[config.mk]
export PLATFORM = sky130hd
export DESIGN_NAME = spi_controller_flat
export DESIGN_NICKNAME = d
export VERILOG_FILES = /design/src/rtl/spi_controller_if.sv /design/src/rtl/spi_controller.sv /design/src/flat_wrapper.sv
export SDC_FILE = /design/constraint.sdc
export NUM_CORES = 1
export LEC_CHECK = 0
export ABC_CLOCK_PERIOD_IN_PS = 2620
export CORE_MARGIN = 1.5
export CORE_UTILIZATION = 43
export DETAILED_ROUTE_END_ITERATION = 6
export GPL_ROUTABILITY_DRIVEN = 1
export RECOVER_POWER = 25
export SYNTH_ARGS = -nofsm -noshare
export SYNTH_HDL_FRONTEND = slang
export SYNTH_SLANG_ARGS = --single-unit
[constraint.sdc]
create_clock -name clk -period 2.62 [get_ports clk]
set_input_delay 0.524 -clock clk [delete_from_list [all_inputs] [get_ports clk]]
set_output_delay 0.524 -clock clk [all_outputs]
set_load 0.1 [all_outputs]
[src/rtl/spi_controller_if.sv]
// Request/status and SPI pin bundle for spi_controller.
// master = requester side, slave = the controller itself.
interface spi_controller_if;
   logic       req_valid;
   logic       req_ready;
   logic       req_rw;
   logic [6:0] req_addr;
   logic [7:0] req_data;
   logic       busy;
   logic       done;
   logic       SCLK;
   logic       nCS;
   logic       COPI;

   modport master (
      output req_valid, req_rw, req_addr, req_data,
      input  req_ready, busy, done, SCLK, nCS, COPI
   );

   modport slave (
      input  req_valid, req_rw, req_addr, req_data,
      output req_ready, busy, done, SCLK, nCS, COPI
   );
endinterface

[src/rtl/spi_controller.sv]
// SPI mode-0 write-frame originator: 16-bit {rw, addr[6:0], data[7:0]}, MSB first.
// All pin and status outputs come straight from flops.
module spi_controller #(
   parameter int HALF_PERIOD = 4,
   parameter int GAP_CYCLES  = 4
) (
   input logic              clk,
   input logic              rst_n,
   spi_controller_if.slave  bus
);
   typedef enum logic [2:0] {
      ST_IDLE    = 3'd0,
      ST_SETUP   = 3'd1,
      ST_SCLK_HI = 3'd2,
      ST_SCLK_LO = 3'd3,
      ST_HOLD    = 3'd4,
      ST_GAP     = 3'd5
   } state_t;

   localparam logic [7:0] HP_M1  = 8'(HALF_PERIOD - 1);
   localparam logic [7:0] GAP_M1 = (GAP_CYCLES > 0) ? 8'(GAP_CYCLES - 1) : 8'd0;
   localparam bit         NO_GAP = (GAP_CYCLES == 0);

   state_t      state_r, state_s;
   logic [7:0]  timer_r, timer_s;
   logic [4:0]  bit_cnt_r, bit_cnt_s;
   logic [15:0] shift_r, shift_s;
   logic        sclk_r, sclk_s;
   logic        ncs_r, ncs_s;
   logic        copi_r, copi_s;
   logic        done_r, done_s;
   logic        ready_r, ready_s;
   logic        busy_r, busy_s;
   logic        tick_s;

   assign tick_s        = (timer_r == 8'd0);
   assign bus.SCLK      = sclk_r;
   assign bus.nCS       = ncs_r;
   assign bus.COPI      = copi_r;
   assign bus.done      = done_r;
   assign bus.req_ready = ready_r;
   assign bus.busy      = busy_r;

   // Next-state and next-output logic; every output is computed here and registered below.
   always_comb begin
      state_s   = state_r;
      timer_s   = timer_r;
      bit_cnt_s = bit_cnt_r;
      shift_s   = shift_r;
      sclk_s    = sclk_r;
      ncs_s     = ncs_r;
      copi_s    = copi_r;
      done_s    = 1'b0;
      ready_s   = ready_r;
      busy_s    = busy_r;
      case (state_r)
         ST_IDLE: begin
            if (bus.req_valid && ready_r) begin
               shift_s   = {bus.req_rw, bus.req_addr, bus.req_data};
               bit_cnt_s = 5'd0;
               timer_s   = HP_M1;
               ncs_s     = 1'b0;
               sclk_s    = 1'b0;
               copi_s    = bus.req_rw;
               ready_s   = 1'b0;
               busy_s    = 1'b1;
               state_s   = ST_SETUP;
            end else begin
               ncs_s   = 1'b1;
               sclk_s  = 1'b0;
               copi_s  = 1'b0;
               ready_s = 1'b1;
               busy_s  = 1'b0;
            end
         end
         ST_SETUP: begin
            if (tick_s) begin
               sclk_s  = 1'b1;
               timer_s = HP_M1;
               state_s = ST_SCLK_HI;
            end else begin
               timer_s = timer_r - 8'd1;
            end
         end
         ST_SCLK_HI: begin
            if (tick_s) begin
               bit_cnt_s = bit_cnt_r + 5'd1;
               sclk_s    = 1'b0;
               timer_s   = HP_M1;
               // Last rising edge done: COPI keeps bit 0 through HOLD.
               if (bit_cnt_r == 5'd15) begin
                  state_s = ST_HOLD;
               end else begin
                  shift_s = {shift_r[14:0], 1'b0};
                  copi_s  = shift_r[14];
                  state_s = ST_SCLK_LO;
               end
            end else begin
               timer_s = timer_r - 8'd1;
            end
         end
         ST_SCLK_LO: begin
            if (tick_s) begin
               sclk_s  = 1'b1;
               timer_s = HP_M1;
               state_s = ST_SCLK_HI;
            end else begin
               timer_s = timer_r - 8'd1;
            end
         end
         ST_HOLD: begin
            if (tick_s) begin
               ncs_s  = 1'b1;
               copi_s = 1'b0;
               done_s = 1'b1;
               if (NO_GAP) begin
                  timer_s = 8'd0;
                  ready_s = 1'b1;
                  busy_s  = 1'b0;
                  state_s = ST_IDLE;
               end else begin
                  timer_s = GAP_M1;
                  state_s = ST_GAP;
               end
            end else begin
               timer_s = timer_r - 8'd1;
            end
         end
         ST_GAP: begin
            if (tick_s) begin
               ready_s = 1'b1;
               busy_s  = 1'b0;
               state_s = ST_IDLE;
            end else begin
               timer_s = timer_r - 8'd1;
            end
         end
         default: begin
            state_s   = ST_IDLE;
            timer_s   = 8'd0;
            bit_cnt_s = 5'd0;
            shift_s   = 16'd0;
            sclk_s    = 1'b0;
            ncs_s     = 1'b1;
            copi_s    = 1'b0;
            ready_s   = 1'b1;
            busy_s    = 1'b0;
         end
      endcase
   end

   // State, counter and output registers with asynchronous return to idle.
   always_ff @(posedge clk or negedge rst_n) begin
      if (!rst_n) begin
         state_r   <= ST_IDLE;
         timer_r   <= 8'd0;
         bit_cnt_r <= 5'd0;
         shift_r   <= 16'd0;
         sclk_r    <= 1'b0;
         ncs_r     <= 1'b1;
         copi_r    <= 1'b0;
         done_r    <= 1'b0;
         ready_r   <= 1'b1;
         busy_r    <= 1'b0;
      end else begin
         state_r   <= state_s;
         timer_r   <= timer_s;
         bit_cnt_r <= bit_cnt_s;
         shift_r   <= shift_s;
         sclk_r    <= sclk_s;
         ncs_r     <= ncs_s;
         copi_r    <= copi_s;
         done_r    <= done_s;
         ready_r   <= ready_s;
         busy_r    <= busy_s;
      end
   end
endmodule

[src/flat_wrapper.sv]
// flat-port wrapper written by rule: the top's interface ports become plain ports
module spi_controller_flat 
#(
   parameter int HALF_PERIOD = 4,
   parameter int GAP_CYCLES  = 4
)
  (clk, rst_n, bus_req_valid, bus_req_rw, bus_req_addr, bus_req_data, bus_req_ready, bus_busy, bus_done, bus_SCLK, bus_nCS, bus_COPI);
  spi_controller_if bus_i ();
  input logic clk;
  input logic rst_n;
  input wire logic [$bits(bus_i.req_valid)-1:0] bus_req_valid;
  input wire logic [$bits(bus_i.req_rw)-1:0] bus_req_rw;
  input wire logic [$bits(bus_i.req_addr)-1:0] bus_req_addr;
  input wire logic [$bits(bus_i.req_data)-1:0] bus_req_data;
  output wire logic [$bits(bus_i.req_ready)-1:0] bus_req_ready;
  output wire logic [$bits(bus_i.busy)-1:0] bus_busy;
  output wire logic [$bits(bus_i.done)-1:0] bus_done;
  output wire logic [$bits(bus_i.SCLK)-1:0] bus_SCLK;
  output wire logic [$bits(bus_i.nCS)-1:0] bus_nCS;
  output wire logic [$bits(bus_i.COPI)-1:0] bus_COPI;
  assign bus_i.req_valid = bus_req_valid;
  assign bus_i.req_rw = bus_req_rw;
  assign bus_i.req_addr = bus_req_addr;
  assign bus_i.req_data = bus_req_data;
  assign bus_req_ready = bus_i.req_ready;
  assign bus_busy = bus_i.busy;
  assign bus_done = bus_i.done;
  assign bus_SCLK = bus_i.SCLK;
  assign bus_nCS = bus_i.nCS;
  assign bus_COPI = bus_i.COPI;
  spi_controller #(.HALF_PERIOD(HALF_PERIOD), .GAP_CYCLES(GAP_CYCLES)) u_core (.clk(clk), .rst_n(rst_n), .bus(bus_i));
endmodule
== Word-level counts from Yosys, hierarchy flattened ==
Cells that the tools add are included.

* Add/subtract/negate cells: 2
* Equality and inequality tests: 13
* Multiplexer cells: 32
* Bitwise logic cells: 5
* Reduce and logical (&&, ||, !) cells: 17

{| class="wikitable"
|+ Operators with widths
! cell !! number
|-
| 2-to-1 mux 15 bit || 3
|-
| one-hot mux 15 bit (3 select lines) || 1
|-
| 2-to-1 mux 8 bit || 3
|-
| one-hot mux 8 bit (3 select lines) || 1
|-
| 2-to-1 mux 3 bit || 6
|-
| one-hot mux 3 bit (5 select lines) || 1
|-
| one-hot mux 5 bit (3 select lines) || 1
|-
| one-hot mux 1 bit (3 select lines) || 4
|-
| OR reduction 4 bit || 3
|-
| 2-to-1 mux 5 bit || 2
|-
| != test 2 x 1 -> 1 bit (second input constant) || 5
|-
| 2-to-1 mux 1 bit || 9
|-
| zero test 8 bit || 1
|-
| AND reduction 4 bit || 2
|-
| subtractor 8 x 1 -> 8 bit (second input constant) || 1
|-
| equality test 3 x 2 -> 1 bit (second input constant) || 2
|-
| equality test 3 bit (second input constant) || 2
|-
| AND reduction 2 bit || 3
|-
| AND reduction 3 bit || 2
|-
| adder 5 x 1 -> 5 bit (second input constant) || 1
|-
| equality test 5 x 4 -> 1 bit (second input constant) || 1
|-
| NOT 1 bit || 5
|-
| AND reduction 5 bit || 1
|-
| != test 2 bit (second input constant) || 2
|-
| 6 further kinds || 7
|}

* Flip-flop bits (word level): 37
* Logic and storage cells: 79

== Logic depth before layout (Yosys ltp) ==
Gate-level depths: netlist (run 1).

* Word-level depth: 4
* Gate-level depth with buffers: 8

== Least setup slack after synthesis (run 1) ==
No wires, ideal clock.

* Path type: register to register
* Start: reg u_core.timer_r[0]
* End: reg u_core.timer_r[5]
* Library setup time: 0.086 ns
* Data arrival time: 1.783 ns
* Data required time: 2.534 ns
* Path slack: 0.751 ns
* Cell stages (with the launch flop): 9
* Buffers on the path: 1
* Clock period less this slack: 1.869 ns
* Cells stage by stage: dfrtp_1 -> inv_1 -> ha_1 -> nor3b_1 -> nand4_2 -> and2_1 -> buf_6 -> mux2i_1 -> nor3_1

* Cells in the longest elaborated chain, start to end: 3
* Elaborated cells between the ends (all ways): 7

{| class="wikitable"
|+ RTL lines
! item !! line !! source
|-
| start: declaration || spi_controller.sv:25 || <nowiki>logic [7:0] timer_r, timer_s;</nowiki>
|-
| start signal: assignment || spi_controller.sv:167 || <nowiki>timer_r <= timer_s;</nowiki>
|-
| subtractor 8 x 1 -> 8 bit or zero test 8 bit (tied branches) || - ||
|-
| 2-to-1 mux 8 bit (tied with other cells) || spi_controller.sv:130 || <nowiki>if (tick_s) begin</nowiki>
|-
| one-hot mux 8 bit (3 select lines) or AND reduction 2 bit (tied branches) || - ||
|}

Parallel ways exist; a longest one is shown, timed or not. The select of a mux whose other input is x is not followed.
A chain may end at the register's enable or synchronous reset.

== Worst setup path in the final report (run 1) ==
Ends and elaborated chain as after synthesis.

==> results of run 1 <==
## per-layer routing
| layer | up-vias | global-route usage [%] | share of wire (%) |
|---|---|---|---|
| li1 | 821 | - | - |
| met1 | 800 | 24.6 | 46 |
| met2 | 45 | 31.3 | 49 |
| met3 | 12 | 4.13 | 3.9 |
| met4 | 0 | 6.29 | 1.8 |
| met5 | - | 0 | 0 |
## power groups by stage
stage	Combinational, uW	Clock [uW]	Sequential (uW)
after global placement	1050	0	1030
after detailed placement	1080	0	1040
final	1080	412	1030
after global routing	1190	446	1070
after floorplan	658	0	1190
after CTS	1090	417	1030
## Yosys cell counts, drive strengths merged, types with 2 or more instances
cell type	count	area, sq um
a22o	4	35.0
nand4	2	18.8
and2	2	13.8
and3	4	25.0
o41ai	2	17.5
nor3	7	40.0
buf	8	52.6
clkbuf	3	12.5
nand2b	2	12.5
a22oi	14	105
o21bai	2	15.0
a31oi	2	12.5
dfstp	2	52.6
dfrtp	35	876
inv	6	22.5
a21oi	9	45.0
ha	3	37.5
o21a	3	22.5
xor2	3	26.3
a21o	2	15.0
o21ai	24	120
nand2	31	126
nand3	6	30.0
nor2	15	56.3
## layout by cell type, fill, tap and decap left out, drive strengths merged, types with 2 or more instances in the layout
cell / n
dfrtp: 35
nand2: 31
o21ai: 24
clkdlybuf4s50: 17
nor2: 15
a22oi: 14
buf: 10
a21oi: 9
clkbuf: 9
nor3: 7
inv: 6
nand3: 6
and3: 4
a22o: 4
xor2: 3
o21a: 3
ha: 3
nand2b: 2
a31oi: 2
a21o: 2
o41ai: 2
dfstp: 2
and2: 2
nand4: 2
o21bai: 2
## sequential cells by signal (all words and copies together) (netlist names)
name	count
u_core.bit_cnt_r	5
u_core.bus.COPI	1
u_core.bus.SCLK	1
u_core.bus.busy	1
u_core.bus.done	1
u_core.bus.nCS	1
u_core.bus.req_ready	1
u_core.shift_r	15
u_core.state_r	3
u_core.timer_r	8
## cell families after synthesis
kind of cell / Yosys count / share of synthesized area [%]
muxes: 1 / 0.505
DFF: 37 / 46.8
adders and majority gates: 4 / 2.40
and+or+nand+nor: 76 / 19.8
xor gates and xnor gates: 3 / 1.33
buffers and inverters: 18 / 4.61
AOI/OAI and AO/OA: 73 / 24.5
## final cells by class
class | instances | area share [%]
well taps | 52 | 2.78
clock buffers | 8 | 3.85
multi-input cells | 157 | 41.4
flip-flops and latches | 37 | 39.7
inverters | 7 | 1.12
repair buffers | 29 | 11.1
## tightest hold or removal path, cell delays in order, from the launching register on
cell and delay (ns):
dfrtp_1 0.35, nand2_1 0.05, o21ai_1 0.06
## through the flow
step / setup slack [ns] / instance area (sq um) / total power (uW) / std cells
2_1_floorplan: 0.751 / 1980 / 1850 / 212
3_3_place_gp: 0.547 / 2250 / 2080 / 282
3_5_place_dp: 0.450 / 2250 / 2120 / 282
4_1_cts: 0.436 / 2340 / 2540 / 290
5_1_grt: 0.227 / 2340 / 2710 / 290
6_report: 0.411 / 2340 / 2530 / 290
## worst min-delay path by stage
stage | startpoint | to | slack, ns | cells past startpoint
6_report | u_core.shift_r[10] | u_core.shift_r[10] | 0.49 | 2
5_1_grt | u_core.bit_cnt_r[3] | u_core.bit_cnt_r[3] | 0.51 | 1
4_1_cts | u_core.shift_r[2] | u_core.shift_r[2] | 0.49 | 2
3_5_place_dp | u_core.shift_r[2] | u_core.shift_r[2] | 0.48 | 2
3_3_place_gp | u_core.bit_cnt_r[3] | u_core.bit_cnt_r[3] | 0.46 | 1
2_1_floorplan | rst_n | u_core.bit_cnt_r[0] | 0.23 | 0
==> flow_metrics.tcl, run 1 <==
set metrics [dict create \
    status "finished, final reports clean" \
    setup_viol 0 \
    fin_nets 259 \
    cp_max_fo 9 \
    grt_overflow 0 \
    yosysWarnings 0 \
    yosysSeqAreaShare_pct 46.8 \
    clk_latency_ns 0.29 \
    maxSlewViolCount 0 \
    endpoint "u_core.timer_r[5]" \
    multi_input_comb_area_sq_um 967 \
    holdWs_ns 0.492 \
    relSlewSlack_pct 37.0 \
    grt_pass1_wl_mm 7.59 \
    finalSetupTns_ns 0 \
    p_int_uw 1390 \
    drt_iter0_drc 214 \
    rows 24 \
    diodes 0 \
    syn2layout_area_growth_pct 17.9 \
    finClkSkew_ns 0.00776 \
    p_leak_uw 0.000988 \
    power_switching_uw 1140 \
    fmax_mhz 453 \
    ys_ff_latch 37 \
    critPathBufInv 1 \
    dieArea_sq_um 5030 \
    switching_share_pct 45.2 \
    start_kind "flop" \
    ir_drop_v 0.000400 \
    crit_slowest_cell "a311oi_2" \
    antenna_found_initial 0 \
    p_per_area_nw_per_um2 1080 \
    rsz0062_at_grt "false" \
    place_congestion 0.797 \
    cap_violations 0 \
    grt_start_max_net_pins 38 \
    final_hold_viol_count 0 \
    crit_arrival_ns 2.37 \
    timing.rr.start "u_core.timer_r[0]" \
    drc 0 \
    hold_buffers 0 \
    layout-drive-gt1-share_pct 12.2 \
    wire_per_inst_microns 15.4 \
    clockPowerShare_pct 16.3 \
    synthDistinctLibCells 53 \
    crit_type "flop to flop" \
    vias_per_cell 5.79 \
    synthesis.nets 234 \
    comb_power_share_pct 42.8 \
    startpoint "u_core.timer_r[0]" \
    die-width_microns 70.9 \
    cts_setup_buffers 0 \
    clkSinkCount 37 \
    fin_crit_sh_pct 84.3 \
    period_minus_slack_ns 2.21 \
    vias 1678 \
    htreeDepth 2 \
    cts_root_buf "clkbuf_8" \
    final_util_pct 53.3 \
    syn_area_sq_um 1980 \
    crit_cells 6 \
    grt_pass1_vias 1585 \
    r2r_cells 6 \
    ff2ff_setup_slack_ns 0.41 \
    post_cts_resized 0 \
    hold_class "flop to flop" \
    numCtsBuffers 5 \
    dp_hpwl_mm 3.16 \
    critPathTopFamily "simple AND/OR/NAND/NOR gates" \
    routed_wl_mm 4.46 \
    clockBufferDepth 2 \
    end_kind "flop" \
    synth-edff-count 0 \
    regToRegEndpoint "u_core.timer_r[5]" \
    coreArea_sq_um 4380 \
    synth_ff_type "dfrtp_1" \
    synthArstFlopShare_pct 100 \
    worstPathCellList "inv_1 -> ha_1 -> nor3b_1 -> nand2_2 -> a311oi_2 -> nor3_1" \
    fill_cells 407 \
    netlist_instances 212 \
    cts_tree "yes" \
    die_h_microns 70.9 \
    gr-usage-all-layers_pct 18.9 \
    synth.avg_cell_area_sq_um 9.35 \
    start_util_pct 45.2 \
    drtPass1Iterations 4 \
    worstMarginPinSlew_ns 0.944 \
    ant_nets 0 \
    clkTransAtPathRegs_ns 0.07 \
    regArea_sq_um 928 \
    power_frac_seq_pct 40.9 \
    crit_path_max_incr_delay_ns 0.49 \
    pin_count 25 \
    crit_required_ns 2.78 \
    port_buffers 24 \
]
No activity file was read; power rests on OpenSTA's default activity.
==> inputs of run 2 (changes only) <==
--- a/config.mk
+++ b/config.mk
@@ -5,11 +5,12 @@
 export SDC_FILE = /design/constraint.sdc
 export NUM_CORES = 1
 export LEC_CHECK = 0
-export ABC_CLOCK_PERIOD_IN_PS = 2620
+export ABC_CLOCK_PERIOD_IN_PS = 1900
 export CORE_MARGIN = 1.5
 export CORE_UTILIZATION = 43
 export DETAILED_ROUTE_END_ITERATION = 6
 export GPL_ROUTABILITY_DRIVEN = 1
+export PLACE_DENSITY = 0.67
 export RECOVER_POWER = 25
 export SYNTH_ARGS = -nofsm -noshare
 export SYNTH_HDL_FRONTEND = slang
==> constraint.sdc (replaced) <==
create_clock -name clk -period 1.9 [get_ports clk]
set_input_delay 0.38 -clock clk [delete_from_list [all_inputs] [get_ports clk]]
set_output_delay 0.38 -clock clk [all_outputs]
set_load 0.1 [all_outputs]
==> run 2 against run 1 <==
Die area unchanged. Sequential share of layout area is 5.2 points lower. Critical endpoint is now u_core.shift_r[14]. Routed wire length rose by 6.3%.
==> flow_metrics.tcl, run 2 (synthesized netlist as in run 1, its figures left out) <==
set metrics [dict create \
    regToRegEndpoint "u_core.shift_r[14]" \
    diodes 0 \
    final_common_cell "dfrtp_1" \
    hold_buffers 0 \
    largestRegisters "u_core.shift_r: 15 flops, u_core.timer_r: 8 flops, u_core.bit_cnt_r: 5 flops" \
    clkTransAtPathRegs_ns 0.08 \
    comb_power_share_pct 48.9 \
    p_per_area_nw_per_um2 1520 \
    maxSlewViolCount 0 \
    antenna_found_initial 0 \
    setup_viol 0 \
    rsz0062_at_grt "true" \
    largest_reg_flops 15 \
    drc 0 \
    dp_slack_ns 0.0180 \
    start_util_pct 45.2 \
    power_switching_uw 1720 \
    status "finished, final reports clean" \
    setup_slack_ns 0.0526 \
    numCtsBuffers 5 \
    clockPowerShare_pct 16.9 \
    switching_share_pct 42.1 \
    port_buffers 24 \
    clkSinkCount 37 \
    cap_violations 0 \
    power_frac_seq_pct 34.2 \
    rows 24 \
    grt_start_max_net_pins 31 \
    syn2layout_area_growth_pct 35.7 \
    grt_pass1_vias 1761 \
    crit_arrival_ns 2.03 \
    die-width_microns 70.9 \
    r2r_cells 8 \
    fmax_mhz 541 \
    hold_class "input pin to async pin" \
    dp_hpwl_mm 3.13 \
    largest_register "u_core.shift_r" \
    fin_nets 285 \
    cts_root_buf "clkbuf_8" \
    ir_drop_v 0.000673 \
    final_cells 316 \
    drt_iter0_drc 81 \
    wire_per_inst_microns 15.0 \
    clockBufferDepth 2 \
    ant_nets 0 \
    layout-drive-gt1-share_pct 23.5 \
    finClkSkew_ns 0.00981 \
    relSlewSlack_pct 31.9 \
    drtPass1Iterations 4 \
    final_cell_mix "dfrtp_1 (35), nand2_1 (28), buf_4 (28)" \
    cp_max_fo 7 \
    p_int_uw 2370 \
    htreeDepth 2 \
    routed_wl_mm 4.75 \
    endpoint "u_core.shift_r[14]" \
    cts_tree "yes" \
    worstMarginPinSlew_ns 1.02 \
    clk_latency_ns 0.30 \
    gr-usage-all-layers_pct 19.2 \
    start_kind "flop" \
    dp_cells 302 \
    dieArea_sq_um 5030 \
    grt_overflow 0 \
    final_hold_viol_count 0 \
    coreArea_sq_um 4380 \
    finalSetupTns_ns 0 \
    ff2ff_setup_slack_ns 0.05 \
    crit_type "flop to flop" \
    end_kind "flop" \
    pin_count 25 \
    vias 1750 \
    vias_per_cell 5.54 \
    grt_pass1_wl_mm 7.84 \
    die_h_microns 70.9 \
    p_leak_uw 0.00117 \
    timing.rr.start "u_core.bit_cnt_r[1]" \
    startpoint "u_core.bit_cnt_r[1]" \
    period_minus_slack_ns 1.85 \
    crit_required_ns 2.08 \
    place_congestion 0.849 \
    fin_crit_sh_pct 97.2 \
]
## run 2: changes by cell type in the layout (fill, tap and decap cells not counted), moves of 2 or more
cell	delta
ha_2	+2
clkbuf_16	+2
buf_6	+2
buf_12	+4
ha_1	-2
buf_4	+18
## run 2: what timing repair did
action | 4_1_cts | 5_1_grt
endpoints found under the setup margin | 0 | 15
setup buffers | 0 | 4
resized for setup | 0 | 15
## run 2: worst min-delay path by stage
stage / cells past startpoint / endpoint / slack, ns / start
2_1_floorplan: 0 / u_core.bit_cnt_r[0] / 0.08 / rst_n
3_3_place_gp: 1 / u_core.bus.done / 0.34 / rst_n
3_5_place_dp: 1 / u_core.bus.done / 0.34 / rst_n
4_1_cts: 1 / u_core.bus.busy / 0.03 / rst_n
5_1_grt: 1 / u_core.bus.busy / 0.30 / rst_n
6_report: 1 / u_core.bus.busy / 0.23 / rst_n
## run 2: per-layer routing
layer  part of all wire (%)  vias to the layer above  GRT usage (%)
li1                       -                      874              -
met1                     45                      839           25.0
met2                     50                       30           32.0
met3                    3.4                        7           5.13
met4                    1.5                        0           4.82
met5                      0                        -              0
## run 2: through the flow
step / hold slack [ns] / total power, uW / utilization [%] / area, sq um
floorplan: 0.0844 / 2550 / - / 1980
global placement: 0.341 / 3170 / 55.8 / 2440
detailed placement: 0.342 / 3190 / 55.8 / 2440
CTS: 0.0252 / 3890 / 58.3 / 2560
global route: 0.301 / 4380 / 61.4 / 2690
finish: 0.235 / 4090 / 61.4 / 2690
## run 2: worst max-delay path, stage by stage, from the launching register on
cell and delay (ns):
dfrtp_1 0.41, ha_2 0.20, and3_1 0.18, ha_1 0.19, and3b_2 0.32, o21bai_4 0.14
clkbuf_16 0.18, nand2_1 0.06, o21ai_1 0.06
## run 2: layout make-up
class	instances	area, sq um
clock buffer	6	72.6
sequential	37	928
fill	382	1690
clock inverter	2	38.8
inverter	7	26.3
timing repair buffer	55	541
multi-input combinational	157	1020
tap	52	65.1
## run 2: power by group through the flow
stage	Combinational (uW)	Sequential, uW	Clock [uW]
after CTS	1810	1380	701
final	2000	1400	690
after global routing	2190	1450	743
after global placement	1780	1390	0
after detailed placement	1800	1390	0
after floorplan	908	1640	0
==> inputs of run 3 (changes only) <==
--- a/config.mk
+++ b/config.mk
@@ -10,7 +10,7 @@
 export CORE_UTILIZATION = 43
 export DETAILED_ROUTE_END_ITERATION = 6
 export GPL_ROUTABILITY_DRIVEN = 1
-export PLACE_DENSITY = 0.67
+export PLACE_DENSITY = 0.7
 export RECOVER_POWER = 25
 export SYNTH_ARGS = -nofsm -noshare
 export SYNTH_HDL_FRONTEND = slang
==> run 3 against run 2 <==
Non-clock buffer count is 10 lower. Hold slack worse by 0.015 ns. Sequential power hardly changed. Via count is 0.40% lower. Routed wire length is 2.8% lower. Clock skew is 0.0073 ns lower. Count of clock-buffer cells in the layout is 1 higher. First-iteration DRC count is 30% higher. Combinational power is 7% lower. Cell area is 4.8% lower.
==> flow_metrics.tcl, run 3 (synthesized netlist as in run 1, its figures left out) <==
set metrics [dict create \
    largestRegisters "u_core.shift_r: 15 flops, u_core.timer_r: 8 flops, u_core.bit_cnt_r: 5 flops" \
    power.total_uw 3830 \
    crit_type "flop to flop" \
    layout-drive-gt1-share_pct 19.4 \
    die_h_microns 70.9 \
    r2r_cells 8 \
    coreArea_sq_um 4380 \
    drtPass1Iterations 4 \
    clockBufferDepth 2 \
    fill_cells 399 \
    clk_latency_ns 0.29 \
    cts_root_buf "clkbuf_8" \
    period_minus_slack_ns 1.80 \
    regArea_sq_um 928 \
    syn2layout_area_growth_pct 29.2 \
    start_util_pct 45.2 \
    crit_slowest_cell "dfrtp_1" \
    clkSinkCount 37 \
    grt_overflow 0 \
    startpoint "u_core.bit_cnt_r[0]" \
    die-width_microns 70.9 \
    multi_input_comb_area_sq_um 1000 \
    worstMarginPinSlew_ns 0.965 \
    vias_per_cell 5.71 \
    ir_drop_v 0.000608 \
    pin_count 25 \
    dp_hpwl_mm 3.20 \
    dieArea_sq_um 5030 \
    worstPathCellList "ha_2 -> and3_1 -> ha_1 -> and3b_2 -> o21bai_4 -> clkbuf_16 -> nand2_1 -> o21ai_1" \
    largest_reg_flops 15 \
    largest_register "u_core.shift_r" \
    relSlewSlack_pct 35.7 \
    antenna_found_initial 0 \
    final_hold_viol_count 0 \
    ant_nets 0 \
    fin_crit_sh_pct 95.0 \
    crit_path_max_incr_delay_ns 0.41 \
    holdWs_ns 0.220 \
    fmax_mhz 554 \
    hold_class "input pin to async pin" \
    cp_max_fo 15 \
    maxSlewViolCount 0 \
    final_common_cell "dfrtp_1" \
    htreeDepth 2 \
    cap_violations 0 \
    finClkSkew_ns 0.00255 \
    rows 24 \
    numCtsBuffers 5 \
    clkTransAtPathRegs_ns 0.07 \
    drc 0 \
    fin_nets 275 \
    p_per_area_nw_per_um2 1490 \
    port_buffers 24 \
    end_kind "flop" \
    start_kind "flop" \
    wire_per_inst_microns 15.1 \
    grt_start_max_net_pins 31 \
    p_leak_uw 0.00110 \
    cts_tree "yes" \
    grt_pass1_vias 1726 \
    status "finished, final reports clean" \
    crit_required_ns 2.08 \
    gr-usage-all-layers_pct 19.5 \
    crit_arrival_ns 1.98 \
    ff2ff_setup_slack_ns 0.1 \
    diodes 0 \
    timing.rr.start "u_core.bit_cnt_r[0]" \
    drt_iter0_drc 105 \
    place_congestion 0.865 \
    routed_wl_mm 4.61 \
    regToRegEndpoint "u_core.shift_r[12]" \
    vias 1743 \
    grt_pass1_wl_mm 7.81 \
    setup_viol 0 \
    final_cell_mix "dfrtp_1 (35), nand2_1 (29), buf_4 (20)" \
]
==> run 3: cell count changes in the layout (fill, tap and decap cells not counted), sizes merged <==
cell    delta
buf        -9
clkinv     -1
bufinv     -1
==> run 3: routing by layer <==
| metal | GRT usage [%] | up-vias | share of wire, % |
|---|---|---|---|
| met3 | 4.42 | 12 | 4.3 |
| met2 | 31.2 | 35 | 49 |
| met5 | 0 | - | 0 |
| met4 | 10.1 | 0 | 2.2 |
| li1 | - | 854 | - |
| met1 | 24.7 | 842 | 45 |
==> run 3: what timing repair did <==
item | CTS | global route
endpoints found under the hold margin | 0 | 0
setup endpoints to repair | 0 | 18
setup buffers | 0 | 1
resized for setup | 0 | 12
hold buffers | 0 | 0
==> run 3: worst max-delay path: cells and delay by family, from the launching register on <==
family	cells	cell delay [ns]
buffers and inverters	1	0.18
AO/OA/AOI/OAI	2	0.15
adder cells (fa/ha/maj)	2	0.41
flip-flops	1	0.41
AND/OR/NAND/NOR	3	0.54
==> run 3: worst max path at each step <==
stage / end / slack, ns / depth (start not counted)
3_5_place_dp: u_core.timer_r[5] / 0.02 / 5
4_1_cts: u_core.state_r[0] / 0.01 / 7
3_3_place_gp: u_core.timer_r[5] / 0.04 / 5
2_1_floorplan: u_core.timer_r[5] / 0.03 / 8
5_1_grt: u_core.shift_r[2] / -0.005 / 7
6_report: u_core.shift_r[12] / 0.1 / 8
==> run 3: layout make-up <==
type	count	area share (%)
Inverter	7	1.03
Clock buffer	7	3.37
Multi-Input combinational cell	157	39.2
Tap cell	52	2.54
Sequential cell	37	36.2
Timing Repair Buffer	45	17.7
==> run 3: per-stage QoR <==
| stage | TNS [ns] | instances | instance area (sq um) | worst slack (ns) | utilization, % |
|---|---|---|---|---|---|
| after floorplan | 0 | 212 | 1980 | 0.0314 | - |
| after global placement | 0 | 296 | 2410 | 0.0443 | 55.0 |
| after detailed placement | 0 | 296 | 2410 | 0.0181 | 55.0 |
| after CTS | 0 | 303 | 2500 | 0.0146 | 57.0 |
| after global routing | -0.00537 | 305 | 2560 | -0.00537 | 58.4 |
| final | 0 | 305 | 2560 | 0.0951 | 58.4 |
==> run 3: report_power, final <==
part           internal, uW  total, uW  switching (uW)  leakage (uW)
Clock                   288        555             268     0.0000443
Sequential             1090       1400             303      0.000481
Combinational           795       1870            1080      0.000578
Total                  2180       3830            1650       0.00110
